[config.mk]
export PLATFORM = sky130hd
export DESIGN_NAME = trap_sequencer_flat
export DESIGN_NICKNAME = d
export VERILOG_FILES = /design/src/rtl/trap_seq_if.sv /design/src/rtl/trap_sequencer.sv /design/src/flat_wrapper.sv
export SDC_FILE = /design/constraint.sdc
export NUM_CORES = 1
export LEC_CHECK = 0
export ABC_AREA = 1
export BUFFER_PORTS_ARGS = -buffer_cell sky130_fd_sc_hd__buf_2
export CAP_MARGIN = 20
export CORE_MARGIN = 2
export CORE_UTILIZATION = 44
export DETAILED_ROUTE_END_ITERATION = 6
export GPL_TIMING_DRIVEN = 0
export PLACE_DENSITY = 0.85
export SYNTH_ARGS = -nofsm -noshare
export SYNTH_HDL_FRONTEND = slang
export SYNTH_SLANG_ARGS = --single-unit
[constraint.sdc]
create_clock -name clk -period 2.5 [get_ports clk]
set_clock_uncertainty 0.1 [all_clocks]
set_input_delay 0.25 -clock clk [delete_from_list [all_inputs] [get_ports clk]]
set_output_delay 0.25 -clock clk [all_outputs]
set_load 0.005 [all_outputs]
[src/rtl/trap_seq_if.sv]
// Request, redirect handshake and status bundle between the CSR/exception
// unit, the trap sequencer and fetch.
interface trap_seq_if;
    logic        initiate_illinst;
    logic        initiate_misaligned;
    logic        mret;
    logic [31:0] csr_mepc;
    logic        redirect_ready;
    logic        flush;
    logic        redirect_valid;
    logic [31:0] redirect_pc;
    logic        busy;
    logic [7:0]  trap_count;

    modport master (
        input  initiate_illinst, initiate_misaligned, mret, csr_mepc,
        input  redirect_ready,
        output flush, redirect_valid, redirect_pc, busy, trap_count
    );

    modport slave (
        output initiate_illinst, initiate_misaligned, mret, csr_mepc,
        output redirect_ready,
        input  flush, redirect_valid, redirect_pc, busy, trap_count
    );
endinterface

[src/rtl/trap_sequencer.sv]
// Flush-then-redirect sequencer for traps and MRET, with saturating trap count.
// Define TRAP_SEQ_MRET_EN to make mret a request source (target csr_mepc).
module trap_sequencer #(
    parameter logic [31:0] TRAP_VECTOR  = 32'h0000_0000,
    parameter int          FLUSH_CYCLES = 2
) (
    input  logic         clk,
    input  logic         reset,
    trap_seq_if.master   bus
);
    typedef enum logic [1:0] {
        IDLE,
        DRAIN,
        REDIRECT
    } state_t;

    state_t      state_q, state_d;
    logic [3:0]  cnt_q, cnt_d;
    logic        flush_q, flush_d;
    logic        rv_q, rv_d;
    logic        busy_q, busy_d;
    logic [31:0] pc_q, pc_d;
    logic [7:0]  tc_q, tc_d;
    logic        trap_req;
    logic        mret_req;

    assign trap_req = bus.initiate_illinst | bus.initiate_misaligned;

`ifdef TRAP_SEQ_MRET_EN
    assign mret_req = bus.mret;
`else
    // MRET is raised as illegal instruction by decode in this build.
    logic unused_mret;
    assign unused_mret = bus.mret;
    assign mret_req    = 1'b0;
`endif

    always_comb begin
        state_d = state_q;
        cnt_d   = cnt_q;
        flush_d = flush_q;
        rv_d    = rv_q;
        pc_d    = pc_q;
        tc_d    = tc_q;
        unique case (state_q)
            IDLE: begin
                if (trap_req || mret_req) begin
                    pc_d = trap_req ? TRAP_VECTOR : bus.csr_mepc;
                    if (trap_req && tc_q != 8'hFF) begin
                        tc_d = tc_q + 8'd1;
                    end
                    if (FLUSH_CYCLES == 0) begin
                        state_d = REDIRECT;
                        rv_d    = 1'b1;
                    end else begin
                        state_d = DRAIN;
                        flush_d = 1'b1;
                        cnt_d   = 4'(FLUSH_CYCLES);
                    end
                end
            end
            DRAIN: begin
                if (cnt_q <= 4'd1) begin
                    state_d = REDIRECT;
                    flush_d = 1'b0;
                    rv_d    = 1'b1;
                    cnt_d   = 4'd0;
                end else begin
                    cnt_d = cnt_q - 4'd1;
                end
            end
            REDIRECT: begin
                if (bus.redirect_ready) begin
                    state_d = IDLE;
                    rv_d    = 1'b0;
                end
            end
            default: begin
                state_d = IDLE;
                flush_d = 1'b0;
                rv_d    = 1'b0;
                cnt_d   = 4'd0;
            end
        endcase
        busy_d = (state_d != IDLE);
    end

    always_ff @(posedge clk) begin
        if (reset) begin
            state_q <= IDLE;
            cnt_q   <= 4'd0;
            flush_q <= 1'b0;
            rv_q    <= 1'b0;
            busy_q  <= 1'b0;
            pc_q    <= 32'h0;
            tc_q    <= 8'h00;
        end else begin
            state_q <= state_d;
            cnt_q   <= cnt_d;
            flush_q <= flush_d;
            rv_q    <= rv_d;
            busy_q  <= busy_d;
            pc_q    <= pc_d;
            tc_q    <= tc_d;
        end
    end

    assign bus.flush          = flush_q;
    assign bus.redirect_valid = rv_q;
    assign bus.redirect_pc    = pc_q;
    assign bus.busy           = busy_q;
    assign bus.trap_count     = tc_q;
endmodule

[src/flat_wrapper.sv]
// flat-port wrapper written by rule: the top's interface ports become plain ports
module trap_sequencer_flat 
#(
    parameter logic [31:0] TRAP_VECTOR  = 32'h0000_0000,
    parameter int          FLUSH_CYCLES = 2
)
  (clk, reset, bus_initiate_illinst, bus_initiate_misaligned, bus_mret, bus_csr_mepc, bus_redirect_ready, bus_flush, bus_redirect_valid, bus_redirect_pc, bus_busy, bus_trap_count);
  trap_seq_if bus_i ();
  input  logic clk;
  input  logic reset;
  input wire logic [$bits(bus_i.initiate_illinst)-1:0] bus_initiate_illinst;
  input wire logic [$bits(bus_i.initiate_misaligned)-1:0] bus_initiate_misaligned;
  input wire logic [$bits(bus_i.mret)-1:0] bus_mret;
  input wire logic [$bits(bus_i.csr_mepc)-1:0] bus_csr_mepc;
  input wire logic [$bits(bus_i.redirect_ready)-1:0] bus_redirect_ready;
  output wire logic [$bits(bus_i.flush)-1:0] bus_flush;
  output wire logic [$bits(bus_i.redirect_valid)-1:0] bus_redirect_valid;
  output wire logic [$bits(bus_i.redirect_pc)-1:0] bus_redirect_pc;
  output wire logic [$bits(bus_i.busy)-1:0] bus_busy;
  output wire logic [$bits(bus_i.trap_count)-1:0] bus_trap_count;
  assign bus_i.initiate_illinst = bus_initiate_illinst;
  assign bus_i.initiate_misaligned = bus_initiate_misaligned;
  assign bus_i.mret = bus_mret;
  assign bus_i.csr_mepc = bus_csr_mepc;
  assign bus_i.redirect_ready = bus_redirect_ready;
  assign bus_flush = bus_i.flush;
  assign bus_redirect_valid = bus_i.redirect_valid;
  assign bus_redirect_pc = bus_i.redirect_pc;
  assign bus_busy = bus_i.busy;
  assign bus_trap_count = bus_i.trap_count;
  trap_sequencer #(.TRAP_VECTOR(TRAP_VECTOR), .FLUSH_CYCLES(FLUSH_CYCLES)) u_core (.clk(clk), .reset(reset), .bus(bus_i));
endmodule
# After elaboration in Yosys (flattened, before gate mapping)
# Index checks and enable logic that the tools add are counted.
totals:
  word_cells: 38
  ram_bits: 0
  in_bits: 38
  n_memories: 0
  romBits: 0
  output_inout_bits: 43
  ff_bits: 17
  latchBits: 0
classes:
  n_lt_le_gt_ge: 1
  div_mod_pow: 0
  mux: 13
  reduce_logical: 7
  addsub: 2
  eq_ne: 6
  shift: 0
  mul: 0
  bitwise_logic: 3
ops:
  columns: ["cell", "count"]
  rows:
  - ["4-bit case mux with 3 select lines", 1]
  - ["3-bit AND reduction", 3]
  - ["8-bit by 1-bit adder with 8-bit output, second input constant", 1]
  - ["4-bit 2-to-1 mux", 2]
  - ["8-bit != test, second input constant", 1]
  - ["2-bit 2-to-1 mux", 3]
  - ["1-bit case mux with 3 select lines", 2]
  - ["2-bit case mux with 3 select lines", 1]
  - ["4-bit by 1-bit <= comparator with 1-bit output, second input constant", 1]
  - ["1-bit 2-to-1 mux", 4]
  - ["2-bit by 1-bit != test with 1-bit output, second input constant", 2]
  - ["4-bit by 1-bit subtractor with 4-bit output, second input constant", 1]
  - ["2-bit by 1-bit equality test with 1-bit output, second input constant", 1]
  - ["2-bit equality test, second input constant", 1]
  - ["2-bit logical NOT", 1]
  - ["2-bit != test, second input constant", 1]
  - ["1-bit inverter", 2]
  - ["2-bit AND reduction", 1]
  - ["2-bit nonzero test", 1]
  - ["1-bit logical AND", 1]
  - ["1-bit OR", 1]

# Logic depth before layout (Yosys ltp)
logic_depth:
  depth_word: 4
  mapped_depth: 8
  mapped_depth_nobuf: 8

# Worst setup path before layout
# OpenSTA, ideal clock, no wires.
synth_path:
  path_kind: "register -> register"
  startpoint: "register u_core.tc_q[0], in the netlist u_core.bus.trap_count[0]"
  endpoint: "register u_core.tc_q[7], in the netlist u_core.bus.trap_count[7]"
  setup_ns: 0.113
  arrival_ns: 1.132
  stages_incl_launch_ff: 9
  t_required_ns: 2.287
  path_slack_ns: 1.156
  cell_sequence: "dfxtp_1 -> ha_1 -> nand2_2 -> nor2_4 -> nand2_4 -> nand2_4 -> nor2_1 -> nor2_1 -> nor2_1"
synth_between:
  elab_chain_len: 3
  word_cells_on_any_way: 4
  classes_between: "add/sub (1); eq/ne (1); reduce/logical (2)"
synth_rtl:
  columns: ["element", "line_no", "source"]
  rows:
  - ["start: declaration", "trap_sequencer.sv:23", "logic [7:0] tc_q, tc_d;"]
  - ["start signal: assignment", "trap_sequencer.sv:104", "tc_q <= tc_d;"]
  - ["branches (longest 3 deep; another with 8-bit by 1-bit adder with 8-bit output)", null, null]
# Several ways; the timed one is not identified.
# A chain may end at the register's enable or synchronous reset.

# Worst setup path after layout
layout_path:
  startpoint: "register u_core.cnt_q[0]"
  endpoint: "register u_core.cnt_q[2]"
layout_between:
  elab_chain_len: 3
  word_cells_on_any_way: 4
  classes_between: "add/sub (1); order compare (1); mux (2)"
layout_rtl:
  columns: ["element", "line_no", "source"]
  rows:
  - ["start: declaration", "trap_sequencer.sv:18", "logic [3:0] cnt_q, cnt_d;"]
  - ["start signal: assignment", "trap_sequencer.sv:99", "cnt_q <= cnt_d;"]
  - ["4-bit by 1-bit subtractor with 4-bit output / 4-bit by 1-bit <= comparator with 1-bit output (equally long branches)", "trap_sequencer.sv:69, trap_sequencer.sv:63", null]
  - ["4-bit 2-to-1 mux (*)", "trap_sequencer.sv:63", "if (cnt_q <= 4'd1) begin"]
  - ["4-bit case mux with 3 select lines (*)", "trap_sequencer.sv:45", "unique case (state_q)"]
# Every way passes the cells marked *; elsewhere a longest branch is shown, timed or not.

==> impl_results.md <==
* Status: finished, final reports clean
* Post-CTS Setup Inserts at 0
* Cts repair resizes at 0
* Fmax at between 600 and 700 MHz
* Crit path required time at 2.65 ns
* Layout cell share with drive strength beyond 1 at 0.286
* # clock sinks at 17
* Final net count at around 260
* CTS tree: done
* IO buf count at 15
* VDD IR max at 495 uV
* Dpl hpwl at between 1500 and 2000 um
* Avg Cell Area, Syn at roughly 7 um^2
* Pin count of the biggest net entering global routing at 11
* Via count at 1,014
* Total global-route track usage at 0.146
* Hold WC Path Type: in -> reg
* CP max FO at 4
* Flop2flop setup slack at 1.01 ns
* Row Count at 18
* CTS clk-pin slew, worst paths at about 0.11 ns
* Dpl ws at roughly 1.0 ns
* Hold buffer count at cts at 0
* Vias per inst at 4.17
* CP Cell Sequence: inv_1 > ha_1 > o21ai_0 > nand3_1 > nand2_1 > nand2_1 > a21oi_1
* Clock power frac at 0.157
* Cell count after synthesis at 163
* Number of synthesized flops with an enable pin at 0
* Crit-path most repeated cell: nand2_1
* Hold Vio Cnt, Final at 0
* Comb pwr share at 0.442
* TritonRoute pass-1 iters at 4
* Area leader, netlist: dfxtp_1
* Worst path max stage delay at ~0.41 ns
* Crit path time final at 1.49 ns
* Period utilization at 0.594
* Synth area leaders: dfxtp_1 30%, buf_4 21%, nand2_1 10%
* Die area at between 3000 and 4000 um^2
* Crit path kind: reg -> reg
* Worst-Skew Late Latency at roughly 0.3 ns
* Switching part of the total at 0.409
* Post-synth top cells: 32 x buf_4, 32 x nand2_1, 19 x inv_1, 17 x dfxtp_1, 16 x nor2_1
* Initial DRC Count at 19
* Total net switching power at slightly above 400 uW
* Initial Util at 0.463
* Wirelength per Cell at roughly 8 um
* Worst setup EP type: register
* Pleak at approximately 0.0008 uW
* Sequential share of power at 0.401
* Pwr Density at 723 nW/um^2
* Setup ws final at just over 1 ns
* Drc violations at 0
* RR Startpoint: u_core.cnt_q[0]$_SDFFE_PP0P_
* Primary flip-flop cell chosen by synthesis mapping: dfxtp_1
* Die Width at 55.0 um
* Max-slew violations at 0
* Final estimated routing congestion in global placement at slightly below 0.8
* Antenna violations before repair at 0
* # IOs at a little over 80
* GR Overflow Total at 0
* CTS max path bufs at 2
* Final setup vio count at 0
* CORE AREA at roughly 2500 um^2
* Ys Warns at 0
* Number of max-cap violations at 0
* Unique cell type count in the Yosys netlist at 23
* First-pass GRT wire length at between 3000 and 4000 um
* Reg2Reg Depth at 7
* CP startpoint: u_core.cnt_q[0]$_SDFFE_PP0P_
* Clock Root Buffer: clkbuf_4
* Diodes inserted at 0
* Util after Layout at 0.566
* Post-Syn Area at 1150 um^2
* Worst R2R End: u_core.cnt_q[2]$_SDFFE_PP0P_
* Area growth from synthesis to layout at 22.4%
* DRT Wirelength at 1950 um
* H-tree depth at 1
* Slowest cell on the critical path: dfxtp_1
* Post-synth ARST share at 0
* Die Y at around 55 um
* TNS Setup at 0 ns
* Crit path to: u_core.cnt_q[2]$_SDFFE_PP0P_
* Routed Antenna Nets at 0
* CP Launch Type: register
* Pint at ~600 uW
* CTS Buf Count at 3
* Top cell type's share of synthesized area at 0.297
* Number of global-route vias before repair at 807
* Synthesized flop and latch total at 17
* RSZ-0062 raised after global routing: no
* Worst EP arrival at between 1.5 and 2 ns
* Register area share after synthesis at 0.297
power groups by stage:
stage | clock network (uW) | logic [uW] | registers [uW]
6_report | 159 | 449 | 406
5_1_grt | 177 | 520 | 416
4_1_cts | 167 | 450 | 406
3_5_place_dp | 0 | 448 | 412
3_3_place_gp | 0 | 435 | 410
2_1_floorplan | 0 | 345 | 408
registers in the layout (all words and copies together) (netlist names):
signal / flops
u_core.bus.busy: 1
u_core.bus.redirect_valid: 1
u_core.bus.trap_count: 8
u_core.cnt_q: 4
u_core.state_q: 2
u_core.bus.flush: 1
cell type report:
type / instances / area [um^2]
fill: 255 / 1070
multi-input combinational: 124 / 594
sequential: 17 / 340
buffer: 34 / 256
timing repair buffer: 15 / 75.1
inverter: 19 / 71.3
tap: 30 / 37.5
clock buffer: 3 / 22.5
clock inverter: 1 / 5.00
cells in the final DEF, fill, tap and decap left out, drive strengths merged:
cell and instances:
conb 32, a21oi 6, inv 19, nor3 2, clkinv 1, dfxtp 17, ha 3, clkbuf 3
nand3 10, o211ai 1, nor2 19, xor2 2, nand2 36, nand3b 1, nand4 4, o21ai 8
buf 49
worst min-delay path by stage:
stage                                            from                                endpoint  slack (ns)  cells past startpoint
2_1_floorplan                                   reset   u_core.bus.trap_count[4]$_SDFFE_PP0P_        0.34                      3
3_3_place_gp   u_core.bus.redirect_valid$_SDFFE_PP0P_  u_core.bus.redirect_valid$_SDFFE_PP0P_        0.34                      2
3_5_place_dp   u_core.bus.redirect_valid$_SDFFE_PP0P_  u_core.bus.redirect_valid$_SDFFE_PP0P_        0.35                      2
4_1_cts                                         reset   u_core.bus.trap_count[4]$_SDFFE_PP0P_        0.14                      4
5_1_grt                                         reset   u_core.bus.trap_count[4]$_SDFFE_PP0P_        0.16                      4
6_report                                        reset   u_core.bus.trap_count[4]$_SDFFE_PP0P_        0.15                      4
through the flow:
stage / cells / power, uW / hold slack, ns / area, um^2
after floorplan: 194 / 753 / 0.338 / 1260
after global placement: 239 / 845 / 0.338 / 1380
after detailed placement: 239 / 860 / 0.347 / 1380
after CTS: 243 / 1020 / 0.138 / 1400
after global routing: 243 / 1110 / 0.160 / 1400
final: 243 / 1010 / 0.150 / 1400
worst max-delay path, delay by kind of cell, from the launching register on:
family,cells,cell delay [ns]
adder cells (fa/ha/maj),1,0.24
AND/OR/NAND/NOR,3,0.37
flip-flops,1,0.41
AO/OA/AOI/OAI,2,0.26
buffers and inverters,1,0.06
per-layer routing:
layer	wire length, um	global-route usage	up-vias	part of all wire
met5	0	0	-	0
met4	12	0.0366	0	0.0062
met3	135	0.0484	2	0.069
met2	962	0.268	29	0.49
met1	839	0.159	436	0.43
li1	-	-	547	-
cell families after synthesis:
family,after synthesis,share of synthesized area
and+or+nand+nor,72,0.298
buffers and inverters,53,0.286
DFF,17,0.297
AOI/OAI and AO/OA,15,0.0677
adders and majority gates,3,0.0328
xor gates and xnor gates,2,0.0153
other,1,0.00327
Note: power is estimated with default switching activity, not from simulation.
